### src/rtl/noc_pkg.sv
`default_nettype none
// ============================================================================
// Module   : noc_pkg
// Brief    : Packet sizing, field offsets and packing helper for the tree NoC.
// Revision : 1.0
// ============================================================================
package noc_pkg;

    localparam int C_LOG_N_ADD = 6;
    localparam int C_BIT_WIDTH = 16;
    localparam int C_VAL_BIT   = 1;

    function automatic int pkt_w(input int log_n_add, input int bit_width, input int val_bit);
        return val_bit + log_n_add + bit_width;
    endfunction

    localparam int C_PKT_W  = pkt_w(C_LOG_N_ADD, C_BIT_WIDTH, C_VAL_BIT);
    localparam int VAL_POS  = C_PKT_W - 1;
    localparam int DEST_LSB = C_BIT_WIDTH;

    typedef logic [C_PKT_W-1:0] pkt_t;

    // Layout is {valid, dest, data} with valid in the MSB.
    function automatic pkt_t pack_pkt(input logic                   valid,
                                      input logic [C_LOG_N_ADD-1:0] dest,
                                      input logic [C_BIT_WIDTH-1:0] data);
        pkt_t p;
        p                            = '0;
        p[VAL_POS]                   = valid;
        p[DEST_LSB +: C_LOG_N_ADD]   = dest;
        p[C_BIT_WIDTH-1:0]           = data;
        return p;
    endfunction

endpackage
`default_nettype wire

### src/rtl/noc_fifo.sv
`default_nettype none
// ============================================================================
// Module   : noc_fifo
// Brief    : Occupancy-tracked circular buffer with combinational head read.
// Revision : 1.0
// ============================================================================
module noc_fifo #(
    parameter int WIDTH     = 22,
    parameter int LOG_DEPTH = 3
) (
    input  logic                 clk,
    input  logic                 rst,
    input  logic                 i_push,
    input  logic [WIDTH-1:0]     i_wdata,
    input  logic                 i_pop,
    output logic [WIDTH-1:0]     o_head,
    output logic [LOG_DEPTH:0]   o_occupancy,
    output logic                 o_full,
    output logic                 o_empty
);

    localparam int                 DEPTH   = 1 << LOG_DEPTH;
    localparam logic [LOG_DEPTH:0] C_DEPTH = (LOG_DEPTH+1)'(DEPTH);

    logic [WIDTH-1:0]     r_mem [DEPTH];
    logic [LOG_DEPTH-1:0] r_wr_ptr;
    logic [LOG_DEPTH-1:0] r_rd_ptr;
    logic [LOG_DEPTH:0]   r_occ;
    logic                 w_do_push;
    logic                 w_do_pop;

    assign o_full      = (r_occ == C_DEPTH);
    assign o_empty     = (r_occ == '0);
    assign w_do_push   = i_push && !o_full;
    assign w_do_pop    = i_pop && !o_empty;
    assign o_head      = r_mem[r_rd_ptr];
    assign o_occupancy = r_occ;

    // Storage is not reset; emptiness is carried entirely by r_occ.
    always_ff @(posedge clk) begin
        if (w_do_push) begin
            r_mem[r_wr_ptr] <= i_wdata;
        end
    end

    always_ff @(posedge clk or negedge rst) begin
        if (!rst) begin
            r_wr_ptr <= '0;
            r_rd_ptr <= '0;
            r_occ    <= '0;
        end else begin
            if (w_do_push) begin
                r_wr_ptr <= r_wr_ptr + 1'b1;
            end
            if (w_do_pop) begin
                r_rd_ptr <= r_rd_ptr + 1'b1;
            end
            unique case ({w_do_push, w_do_pop})
                2'b10:   r_occ <= r_occ + 1'b1;
                2'b01:   r_occ <= r_occ - 1'b1;
                default: r_occ <= r_occ;
            endcase
        end
    end

endmodule
`default_nettype wire

### src/rtl/noc_inject_port.sv
`default_nettype none
// ============================================================================
// Module   : noc_inject_port
// Brief    : Tags multiplier results with destination/valid and buffers them
//            toward a NoC leaf arbiter.
// Revision : 1.0
// ============================================================================
module noc_inject_port
    import noc_pkg::*;
#(
    parameter int LOG_N_ADD      = 6,
    parameter int BIT_WIDTH      = 16,
    parameter int VAL_BIT        = 1,
    parameter int LOG_BUFFER_LEN = 3
) (
    input  logic                                  clk,
    input  logic                                  rst,
    input  logic [BIT_WIDTH-1:0]                  in_data,
    input  logic [LOG_N_ADD-1:0]                  in_dest,
    input  logic                                  in_valid,
    output logic                                  in_ready,
    output logic [VAL_BIT+LOG_N_ADD+BIT_WIDTH-1:0] out_pkt,
    input  logic                                  full_in,
    output logic [LOG_BUFFER_LEN:0]               occupancy,
    output logic                                  ovf
);

    localparam int ENTRY_W = LOG_N_ADD + BIT_WIDTH;

    logic [ENTRY_W-1:0] w_head;
    logic [ENTRY_W-1:0] w_head_masked;
    logic               w_full;
    logic               w_empty;
    logic               w_push;
    logic               w_pop;
    logic               r_ovf;

    assign in_ready      = !w_full;
    assign w_push        = in_valid && in_ready;
    assign w_pop         = !w_empty && !full_in;
    assign w_head_masked = w_empty ? '0 : w_head;
    assign ovf           = r_ovf;

    noc_fifo #(
        .WIDTH     (ENTRY_W),
        .LOG_DEPTH (LOG_BUFFER_LEN)
    ) u_fifo (
        .clk         (clk),
        .rst         (rst),
        .i_push      (w_push),
        .i_wdata     ({in_dest, in_data}),
        .i_pop       (w_pop),
        .o_head      (w_head),
        .o_occupancy (occupancy),
        .o_full      (w_full),
        .o_empty     (w_empty)
    );

    // The shared packer only covers the default tree geometry.
    if (LOG_N_ADD == C_LOG_N_ADD && BIT_WIDTH == C_BIT_WIDTH && VAL_BIT == C_VAL_BIT) begin : g_pkg_pack
        assign out_pkt = pack_pkt(!w_empty, w_head_masked[ENTRY_W-1 -: LOG_N_ADD],
                                  w_head_masked[BIT_WIDTH-1:0]);
    end else begin : g_generic_pack
        assign out_pkt = {{VAL_BIT{!w_empty}}, w_head_masked};
    end

    always_ff @(posedge clk or negedge rst) begin
        if (!rst) begin
            r_ovf <= 1'b0;
        end else if (in_valid && !in_ready) begin
            r_ovf <= 1'b1;
        end
    end

endmodule
`default_nettype wire

### config.mk
export PLATFORM = sky130hd
export DESIGN_NAME = noc_inject_port
export DESIGN_NICKNAME = d
export VERILOG_FILES = /design/src/rtl/noc_pkg.sv /design/src/rtl/noc_fifo.sv /design/src/rtl/noc_inject_port.sv
export SDC_FILE = /design/constraint.sdc
export NUM_CORES = 1
export LEC_CHECK = 0
export CAP_MARGIN = 40
export CELL_PAD_IN_SITES_DETAIL_PLACEMENT = 0
export CELL_PAD_IN_SITES_GLOBAL_PLACEMENT = 1
export CORE_MARGIN = 3
export CORE_UTILIZATION = 55
export DETAILED_ROUTE_END_ITERATION = 8
export PLACE_DENSITY_LB_ADDON = 0.1
export SLEW_MARGIN = 40
export SYNTH_ARGS = -nofsm -noshare
export SYNTH_HDL_FRONTEND = slang
export SYNTH_HIERARCHICAL = 1
export SYNTH_SLANG_ARGS = --single-unit
### constraint.sdc
create_clock -name clk -period 7.8 [get_ports clk]
set_input_delay 1.56 -clock clk [delete_from_list [all_inputs] [get_ports clk]]
set_output_delay 1.56 -clock clk [all_outputs]
set_load 0.01 [all_outputs]
==> summary.txt, run 1 <==
Run status
  • Status: completed

Finish
  • # fillers: 879
  • Register cell area after layout: 5560 um^2
  • Nets: 454
  • Area of the multi-input gates: 1990 um^2
  • N_diodes: 0
  • Layout Cell Area excl Fill: 9120 um^2
  • Fin cells: 610
  • Most frequent cells in the layout: edfxtp_1, clkdlybuf4s50_1, mux4_1
  • Layout cells sized above 1: 0.177
  • Commonest non-fill, non-tap cell in the layout: edfxtp_1
  • Area delta synth->final: 19.5%

Place
  • Gpl congestion: 0.771
  • DP Area: 8560 um^2
  • Port Buf Inserts: 54
  • Placed cell count: 579
  • Hpwl dp: 8010 um

Clocking
  • Worst-skew pair later-pin latency: 0.42 ns
  • Root Buffer: clkbuf_16
  • Clk sink count: 187
  • CTS tree: yes
  • Setup bufs post-CTS: 0
  • Clock transition at the registers of the reported paths: 0.07 ns
  • H-Tree Depth: 4
  • Total CTS buffers: 17
  • Longest Clk Path Bufs: 2
  • Hold buffers post-CTS: 0
  • Cts repair resizes: 0

Worst setup path
  • Slowest-stage cell, CP: mux4_1
  • Crit path DAT: 2.91 ns
  • Crit start category: register
  • Critical path type: reg2out
  • CP max stage delay: 0.65 ns
  • Worst setup EP type: primary output
  • Data required, critical path: 6.24 ns
  • CP Cell Sequence: buf_4 -> mux4_1 -> mux2_2 -> nor2b_1 -> clkdlybuf4s50_1
  • Crit-path max FO: 46

Hold path
  • Worst hold-check path type: reg2reg

Route
  • Initial drt markers: 339
  • # DRC: 0
  • Via density: 5.84
  • Total number of vias: 3,561
  • Drt total wl: 13,700 um
  • Pre-antenna DRT Iters: 5
  • Drt wl/cell: 22.4 um
  • Routed Antenna Nets: 0

Power
  • Clock share of power: 0.240
  • Max VDD drop: 0.238 mV
  • Switching pwr: 0.967 mW
  • Net Sw Frac: 0.286
  • Int Power: 2.41 mW
  • Comb power frac: 0.362
  • Leak pwr: 3.09 nW
  • Seq pwr share: 0.398
  • PwrDens: 371 nW/um^2
  • Final total power: 3.38 mW

Timing
  • Crit path time final: 4.47 ns
  • Slew Limit Fails: 0
  • Final Hold Vio Count: 0
  • Setup TNS: 0 ns
  • Max-slew headroom: 0.508
  • Final setup fails: 0
  • Unrepaired setup endpoints after global routing: no
  • Period Utilization, post-route: 0.573
  • Final Skew: 0.00776 ns
  • Slew @ Worst Pin: 0.738 ns
  • Fmax: 224 MHz

GRT
  • Grt total ovfl: 0
  • M3 GR Usage: 0.0581
  • Initial antenna violation count: 0
  • Total track usage: 0.194
  • Gr busiest metal: met2
  • Pin count of the biggest net entering global routing: 47
  • First-pass GRT wire length: 20,700 um
  • GR Util met1: 0.252
  • M2 GR Usage: 0.320
  • Vias in the first global route: 3,459

Yosys
  • Post-Syn Area: 7630 um^2
  • Cell count after synthesis: 351
  • Distinct cells, synth: 33
  • Mean Syn Cell Area: 21.7 um^2
  • Yosys reg bits: 187
  • Synthesized Nets: 383
  • Sequential share of the synthesized area: 0.729
  • Synth warn: 6

Run
  • Maxcap violations: 0

Floorplan
  • Core ar.: 13,400 um^2
  • Die W: 124 um
  • Die area: 15,300 um^2
  • Die H: 124 um
  • Row count: 42
  • I/O Pins: 55
  • Initial Util: 0.570
==> synth_stat cells <==
cell,instances,share of area
xnor2_1,5,0.0057
nand3b_1,1,0.00098
a21o_1,1,0.00098
a21oi_1,2,0.0013
or4b_4,1,0.0018
buf_6,7,0.010
nand2_1,7,0.0034
or4b_2,1,0.0013
buf_2,2,0.0013
inv_1,8,0.0039
xor2_1,1,0.0011
buf_1,3,0.0015
dfrtp_1,11,0.036
nor2_1,7,0.0034
o21ai_0,1,0.00066
o211ai_1,1,0.00098
mux2_2,24,0.035
edfxtp_1,176,0.69
ha_1,5,0.0082
nand2b_1,2,0.0016
o311ai_0,1,0.0011
nor3b_1,3,0.0030
and2b_1,1,0.00098
clkbuf_1,3,0.0015
nor3_1,2,0.0013
fa_1,1,0.0026
nor2b_1,22,0.018
nand3_1,4,0.0026
nor4_1,1,0.00082
o41ai_1,1,0.0011
a2111o_1,1,0.0015
mux4_1,44,0.15
mux2i_1,1,0.0013
==> metal layers <==
metal,vias up,part of all wire
li1,1610,-
met1,1838,0.41
met2,101,0.53
met3,12,0.048
met4,0,0.011
met5,-,0
==> final cells by class <==
| type | instances | share of cell area |
|---|---|---|
| Clock inverter | 12 | 0.0137 |
| Clock buffer | 19 | 0.0475 |
| Timing Repair Buffer | 67 | 0.0831 |
| Multi-Input combinational cell | 141 | 0.218 |
| Tap cell | 176 | 0.0241 |
| Sequential cell | 187 | 0.610 |
| Inverter | 8 | 0.00329 |
==> path summary, 6_finish.rpt <==
kind	from	to	slack, ns	depth (start not counted)
worst max-delay path	u_fifo/r_rd_ptr[0]	out_pkt[8]	3.33	5
worst min-delay path	ovf	ovf	0.46	1
worst max register to register	u_fifo/o_occupancy[0]	u_fifo/o_occupancy[3]	4.44	10
worst min register to register	ovf	ovf	0.46	1
max in group asynchronous	rst	u_fifo/r_rd_ptr[0]	5.93	1
min in group asynchronous	rst	u_fifo/o_occupancy[3]	1.48	1
==> registers in the layout, indices dropped and copies added, names as in the netlist <==
| register | cells |
|---|---|
| u_fifo/r_rd_ptr | 3 |
| u_fifo/r_wr_ptr | 3 |
| u_fifo/o_occupancy | 4 |
| ovf | 1 |
| u_fifo/r_mem | 176 |
==> through the flow <==
step | utilization | worst slack (ns) | hold slack [ns]
finish | 0.681 | 3.33 | 0.458
floorplan | - | 3.89 | 0.486
CTS | 0.681 | 3.28 | 0.466
global route | 0.681 | 3.20 | 0.484
global placement | 0.627 | 3.68 | 0.437
detailed placement | 0.639 | 3.59 | 0.453
==> power by group through the flow <==
stage	sequential, mW	combinational [mW]	clock [mW]
2_1_floorplan	1.35	0.756	0
4_1_cts	1.35	1.25	0.829
5_1_grt	1.36	1.32	0.869
6_report	1.35	1.22	0.810
3_3_place_gp	1.36	1.19	0
3_5_place_dp	1.37	1.24	0
==> worst max-delay path: cells and delay by family (launching register included) <==
kind / cells / cell delay (ns)
and+or+nand+nor: 1 / 0.14
DFF: 1 / 0.34
buffers and inverters: 2 / 1.07
muxes: 2 / 0.92
==> logic make-up after synthesis <==
family,share of synthesized area
buffers and inverters,0.0185
muxes,0.188
and+or+nand+nor,0.0393
DFF,0.729
adders and majority gates,0.0108
AOI/OAI and AO/OA,0.00771
xor gates and xnor gates,0.00689
(Power assumes the default switching activity.)
==> run 2: changes to the inputs <==
--- a/config.mk
+++ b/config.mk
@@ -9,7 +9,7 @@
 export CELL_PAD_IN_SITES_DETAIL_PLACEMENT = 0
 export CELL_PAD_IN_SITES_GLOBAL_PLACEMENT = 1
 export CORE_MARGIN = 3
-export CORE_UTILIZATION = 55
+export CORE_UTILIZATION = 51
 export DETAILED_ROUTE_END_ITERATION = 8
 export PLACE_DENSITY_LB_ADDON = 0.1
 export SLEW_MARGIN = 40
==> constraint.sdc (replaced) <==
create_clock -name clk -period 4.4 [get_ports clk]
set_input_delay 0.88 -clock clk [delete_from_list [all_inputs] [get_ports clk]]
set_output_delay 0.88 -clock clk [all_outputs]
set_load 0.01 [all_outputs]
==> run 2 against run 1 <==
Effect of this change:
- design area down 0.75%
- register-to-register slack got worse by 3.3 ns
- first-iteration DRC count shrank 22%
- combinational power increased by 70%
- clock-buffer cell count decreased by 2
- flip-flop and latch count unchanged
- sequential power increased by 79%
- largest cell class unchanged
==> summary.txt, run 2 (same netlist as run 1, synthesis figures left out) <==
Worst setup path
  • CP delay by family, top: multiplexers
  • CP Buf/Inv Count: 2
  • Crit-path max FO: 20
  • Slowest-stage cell, CP: dfrtp_2
  • Crit path DAT: 3.03 ns
  • CP Cell Sequence: buf_4 -> mux4_1 -> mux2_2 -> nor2b_1 -> clkdlybuf4s50_1
  • Crit start category: register
  • Critical path type: reg2out
  • Data required, critical path: 3.52 ns
  • Worst setup EP type: primary output
  • CP max stage delay: 0.72 ns

Finish
  • Largest register FFs: 176
  • Layout cells sized above 1: 0.188
  • N_diodes: 0
  • Layout Cell Area excl Fill: 9050 um^2
  • Largest Register: u_fifo/r_mem
  • Area delta synth->final: 18.6%
  • Most frequent cells in the layout: edfxtp_1, clkdlybuf4s50_1, mux4_1
  • # fillers: 1,004
  • End-of-flow core utilization: 0.620
  • Fin cells: 621
  • Nets: 456
  • Commonest non-fill, non-tap cell in the layout: edfxtp_1

GRT
  • Pin count of the biggest net entering global routing: 31
  • Total track usage: 0.176
  • Initial antenna violation count: 0
  • Grt total ovfl: 0
  • Vias in the first global route: 3,595
  • First-pass GRT wire length: 21,100 um

Floorplan
  • I/O Pins: 55
  • Core ar.: 14,600 um^2
  • Die W: 128 um
  • Die H: 128 um
  • Row count: 44
  • Die area: 16,500 um^2
  • Initial Util: 0.523

Power
  • Max VDD drop: 0.440 mV
  • PwrDens: 668 nW/um^2
  • Leak pwr: 3.09 nW

Run
  • Maxcap violations: 0

Timing
  • Final setup fails: 0
  • Slew Limit Fails: 0
  • Final Skew: 0.00776 ns
  • Crit path time final: 3.91 ns
  • Final Hold Vio Count: 0
  • Fmax: 256 MHz
  • Slew @ Worst Pin: 0.781 ns
  • Period Utilization, post-route: 0.888
  • Setup TNS: 0 ns
  • Unrepaired setup endpoints after global routing: no
  • Max-slew headroom: 0.473

Clocking
  • Clock transition at the registers of the reported paths: 0.07 ns
  • Hold buffers post-CTS: 0
  • H-Tree Depth: 4
  • Root Buffer: clkbuf_16
  • Setup bufs post-CTS: 0
  • Worst-skew pair later-pin latency: 0.42 ns
  • CTS tree: yes
  • Clk sink count: 187
  • Total CTS buffers: 17
  • Longest Clk Path Bufs: 2
  • Cts repair resizes: 0

Place
  • Hpwl dp: 7400 um
  • DP Area: 8440 um^2
  • Placed cell count: 589
  • Gpl congestion: 0.724
  • Port Buf Inserts: 54

Route
  • # DRC: 0
  • Met2 WL: 6770 um
  • Initial drt markers: 266
  • Top layer in use: met4
  • Wire length on met3: 403 um
  • Drt total wl: 13,500 um
  • Met1 Routed Length: 6180 um
  • Drt wl/cell: 21.7 um
  • Pre-antenna DRT Iters: 4
  • Via density: 5.70
  • Routed Antenna Nets: 0
  • Total number of vias: 3,542

Hold path
  • Worst hold-check path type: reg2reg

Run status
  • Status: completed
[run 2: cell types whose count changed in the layout (fill, tap and decap cells not counted)]
cell,change
inv_8,+1
nor2_2,+6
bufinv_16,+1
inv_6,+3
buf_4,+8
nor2_4,-6
clkinv_8,+1
clkbuf_1,-2
clkinvlp_4,-2
clkinv_2,-1
buf_16,-6
[run 2: layer usage]
layer,GRT usage,vias to the layer above
li1,-,1618
met1,0.242,1853
met2,0.285,64
met3,0.0428,7
met4,0.0524,0
met5,0,-
[run 2: power breakdown]
| part | internal (mW) | switching, mW | leakage, nW |
|---|---|---|---|
| logic | 1.15 | 0.915 | 1.06 |
| registers | 2.26 | 0.152 | 1.73 |
| clock network | 0.907 | 0.659 | 0.304 |
[run 2: final cells by class]
type	count	area (um^2)	area share
clock buffer	17	425	0.0470
clock inverter	15	189	0.0209
inverter	8	30.0	0.00332
tap	184	230	0.0254
multi-input combinational	141	1960	0.217
sequential	187	5560	0.614
timing repair buffer	69	653	0.0722
[run 2: worst register-to-register path: stages, from the launching register on]
cell	delay, ns
dfrtp_1	0.48
o41ai_1	0.78
inv_1	0.20
ha_1	0.34
ha_1	0.37
or4b_2	0.68
o311ai_0	0.12
o211ai_1	0.13
[run 2: path summary, 6_finish.rpt]
check	start	endpoint	slack [ns]	cells past startpoint
worst max register to register	u_fifo/o_occupancy[0]	u_fifo/o_occupancy[3]	1.18	7
worst min-delay path	ovf	ovf	0.46	1
min in group asynchronous	rst	u_fifo/o_occupancy[2]	0.81	1
max in group asynchronous	rst	u_fifo/r_rd_ptr[0]	3.19	1
worst max-delay path	u_fifo/r_rd_ptr[0]	out_pkt[1]	0.49	5
worst min register to register	ovf	ovf	0.46	1
[run 2: metrics by stage]
step,setup slack (ns),hold WS [ns],total power [mW]
floorplan,1.10,0.486,3.73
global placement,0.876,0.439,4.53
detailed placement,0.804,0.458,4.56
CTS,0.446,0.474,6.13
global route,0.361,0.503,6.36
finish,0.495,0.464,6.04
==> run 3: changes to the inputs <==
--- a/config.mk
+++ b/config.mk
@@ -9,7 +9,7 @@
 export CELL_PAD_IN_SITES_DETAIL_PLACEMENT = 0
 export CELL_PAD_IN_SITES_GLOBAL_PLACEMENT = 1
 export CORE_MARGIN = 3
-export CORE_UTILIZATION = 51
+export CORE_UTILIZATION = 50
 export DETAILED_ROUTE_END_ITERATION = 8
 export PLACE_DENSITY_LB_ADDON = 0.1
 export SLEW_MARGIN = 40
==> constraint.sdc (replaced) <==
create_clock -name clk -period 4.83 [get_ports clk]
set_input_delay 0.483 -clock clk [delete_from_list [all_inputs] [get_ports clk]]
set_output_delay 0.483 -clock clk [all_outputs]
set_load 0.01 [all_outputs]
==> run 3 against run 2 <==
Effect of this change:
- global-route usage is 0.22 points lower
- utilization down 0.64 points
- hold slack worse by 0.061 ns
- wire length rose by 0.98%
- critical path depth unchanged
- largest cell class unchanged
==> summary.txt, run 3 (same netlist as run 1, synthesis figures left out) <==
Clocking
  • Clk sink count: 187
  • H-Tree Depth: 4
  • Total CTS buffers: 17
  • Clock transition at the registers of the reported paths: 0.07 ns
  • Worst-skew pair later-pin latency: 0.42 ns
  • Root Buffer: clkbuf_16
  • Hold buffers post-CTS: 0
  • CTS tree: yes
  • Cts repair resizes: 0
  • Setup bufs post-CTS: 0
  • Longest Clk Path Bufs: 2

Finish
  • Commonest non-fill, non-tap cell in the layout: edfxtp_1
  • Area delta synth->final: 18.7%
  • End-of-flow core utilization: 0.614
  • Most frequent cells in the layout: edfxtp_1, clkdlybuf4s50_1, mux4_1
  • Layout Cell Area excl Fill: 9060 um^2
  • Layout cells sized above 1: 0.182
  • Nets: 454
  • Largest Register: u_fifo/r_mem
  • Largest register FFs: 176
  • Fin cells: 619
  • # fillers: 1,052
  • N_diodes: 0

Timing
  • Max-slew headroom: 0.448
  • Worst setup margin: 1.29 ns
  • Final hold slack: 0.403 ns
  • Period Utilization, post-route: 0.733
  • Slew @ Worst Pin: 0.828 ns
  • Final Hold Vio Count: 0
  • Crit path time final: 3.54 ns
  • Final Skew: 0.00653 ns
  • Unrepaired setup endpoints after global routing: no
  • Slew Limit Fails: 0
  • Final setup fails: 0
  • Setup TNS: 0 ns
  • Fmax: 282 MHz

Worst setup path
  • CP Launch Point: u_fifo/r_rd_ptr[0]
  • CP Cell Sequence: buf_12 -> mux4_1 -> mux2_2 -> and2b_1 -> clkdlybuf4s50_1
  • R2r setup slk: 1.52 ns
  • CP delay by family, top: multiplexers
  • Crit path DAT: 3.06 ns
  • CP Buf/Inv Count: 2
  • Critical path type: reg2out
  • Crit start category: register
  • CP max stage delay: 0.83 ns
  • Crit-path max FO: 24
  • Data required, critical path: 4.35 ns
  • Worst setup EP type: primary output
  • FF-to-FF Start: u_fifo/o_occupancy[0]
  • Slowest-stage cell, CP: dfrtp_2

GRT
  • M2 GR Usage: 0.290
  • GR Util met1: 0.227
  • Vias in the first global route: 3,614
  • M3 GR Usage: 0.0387
  • Initial antenna violation count: 0
  • Pin count of the biggest net entering global routing: 25
  • First-pass GRT wire length: 20,800 um
  • Grt total ovfl: 0
  • Total track usage: 0.174
  • Gr busiest metal: met2

Route
  • Via density: 5.69
  • Routed Antenna Nets: 0
  • Drt total wl: 13,600 um
  • Total number of vias: 3,521
  • Initial drt markers: 216
  • Pre-antenna DRT Iters: 4
  • Drt wl/cell: 22.0 um
  • # DRC: 0

Floorplan
  • Initial Util: 0.517
  • Row count: 44
  • Die W: 130 um
  • Die H: 130 um
  • I/O Pins: 55
  • Core ar.: 14,800 um^2
  • Die area: 16,800 um^2

Power
  • Final total power: 5.54 mW
  • Leak pwr: 3.08 nW
  • Max VDD drop: 0.377 mV
  • PwrDens: 612 nW/um^2

Run
  • Maxcap violations: 0

Place
  • Pre-CTS setup slack: 1.54 ns
  • DP Area: 8440 um^2
  • Gpl congestion: 0.714
  • Hpwl dp: 7390 um
  • Port Buf Inserts: 54
  • Placed cell count: 587

Hold path
  • Worst hold-check path type: in2async

Run status
  • Status: completed
==> run 3: cell count changes in the layout (fill, tap and decap cells not counted), sizes merged <==
cell      before  now
clkbuf        17   18
inv           13   10
clkinvlp       0    1
buf           15   13
bufinv         3    4
==> run 3: path summary, 6_finish.rpt <==
path	end	depth (start not counted)
worst max-delay path	out_pkt[21]	5
worst min-delay path	u_fifo/o_occupancy[0]	1
worst max register to register	u_fifo/o_occupancy[3]	10
worst min register to register	ovf	1
max in group asynchronous	u_fifo/r_rd_ptr[1]	1
min in group clk	ovf	1
==> run 3: area by class of cell <==
class,count,area [um^2],area share
clock inverters,14,195,0.0215
clock buffers,18,429,0.0474
well taps,184,230,0.0254
flip-flops and latches,187,5560,0.614
inverters,8,30.0,0.00331
repair buffers,67,651,0.0718
multi-input cells,141,1960,0.217
==> run 3: where the power goes <==
part	total (mW)	internal (mW)	leakage [nW]	switching [mW]
Combinational	1.83	1.05	1.06	0.780
Clock	1.45	0.870	0.301	0.577
Sequential	2.27	2.06	1.72	0.209
Total	5.54	3.98	3.08	1.57
==> run 3: routing by layer <==
layer  part of all wire  vias to the layer above
met5                  0                        -
met2               0.52                       83
met4              0.014                        0
met3              0.045                       13
li1                   -                     1610
met1               0.42                     1815
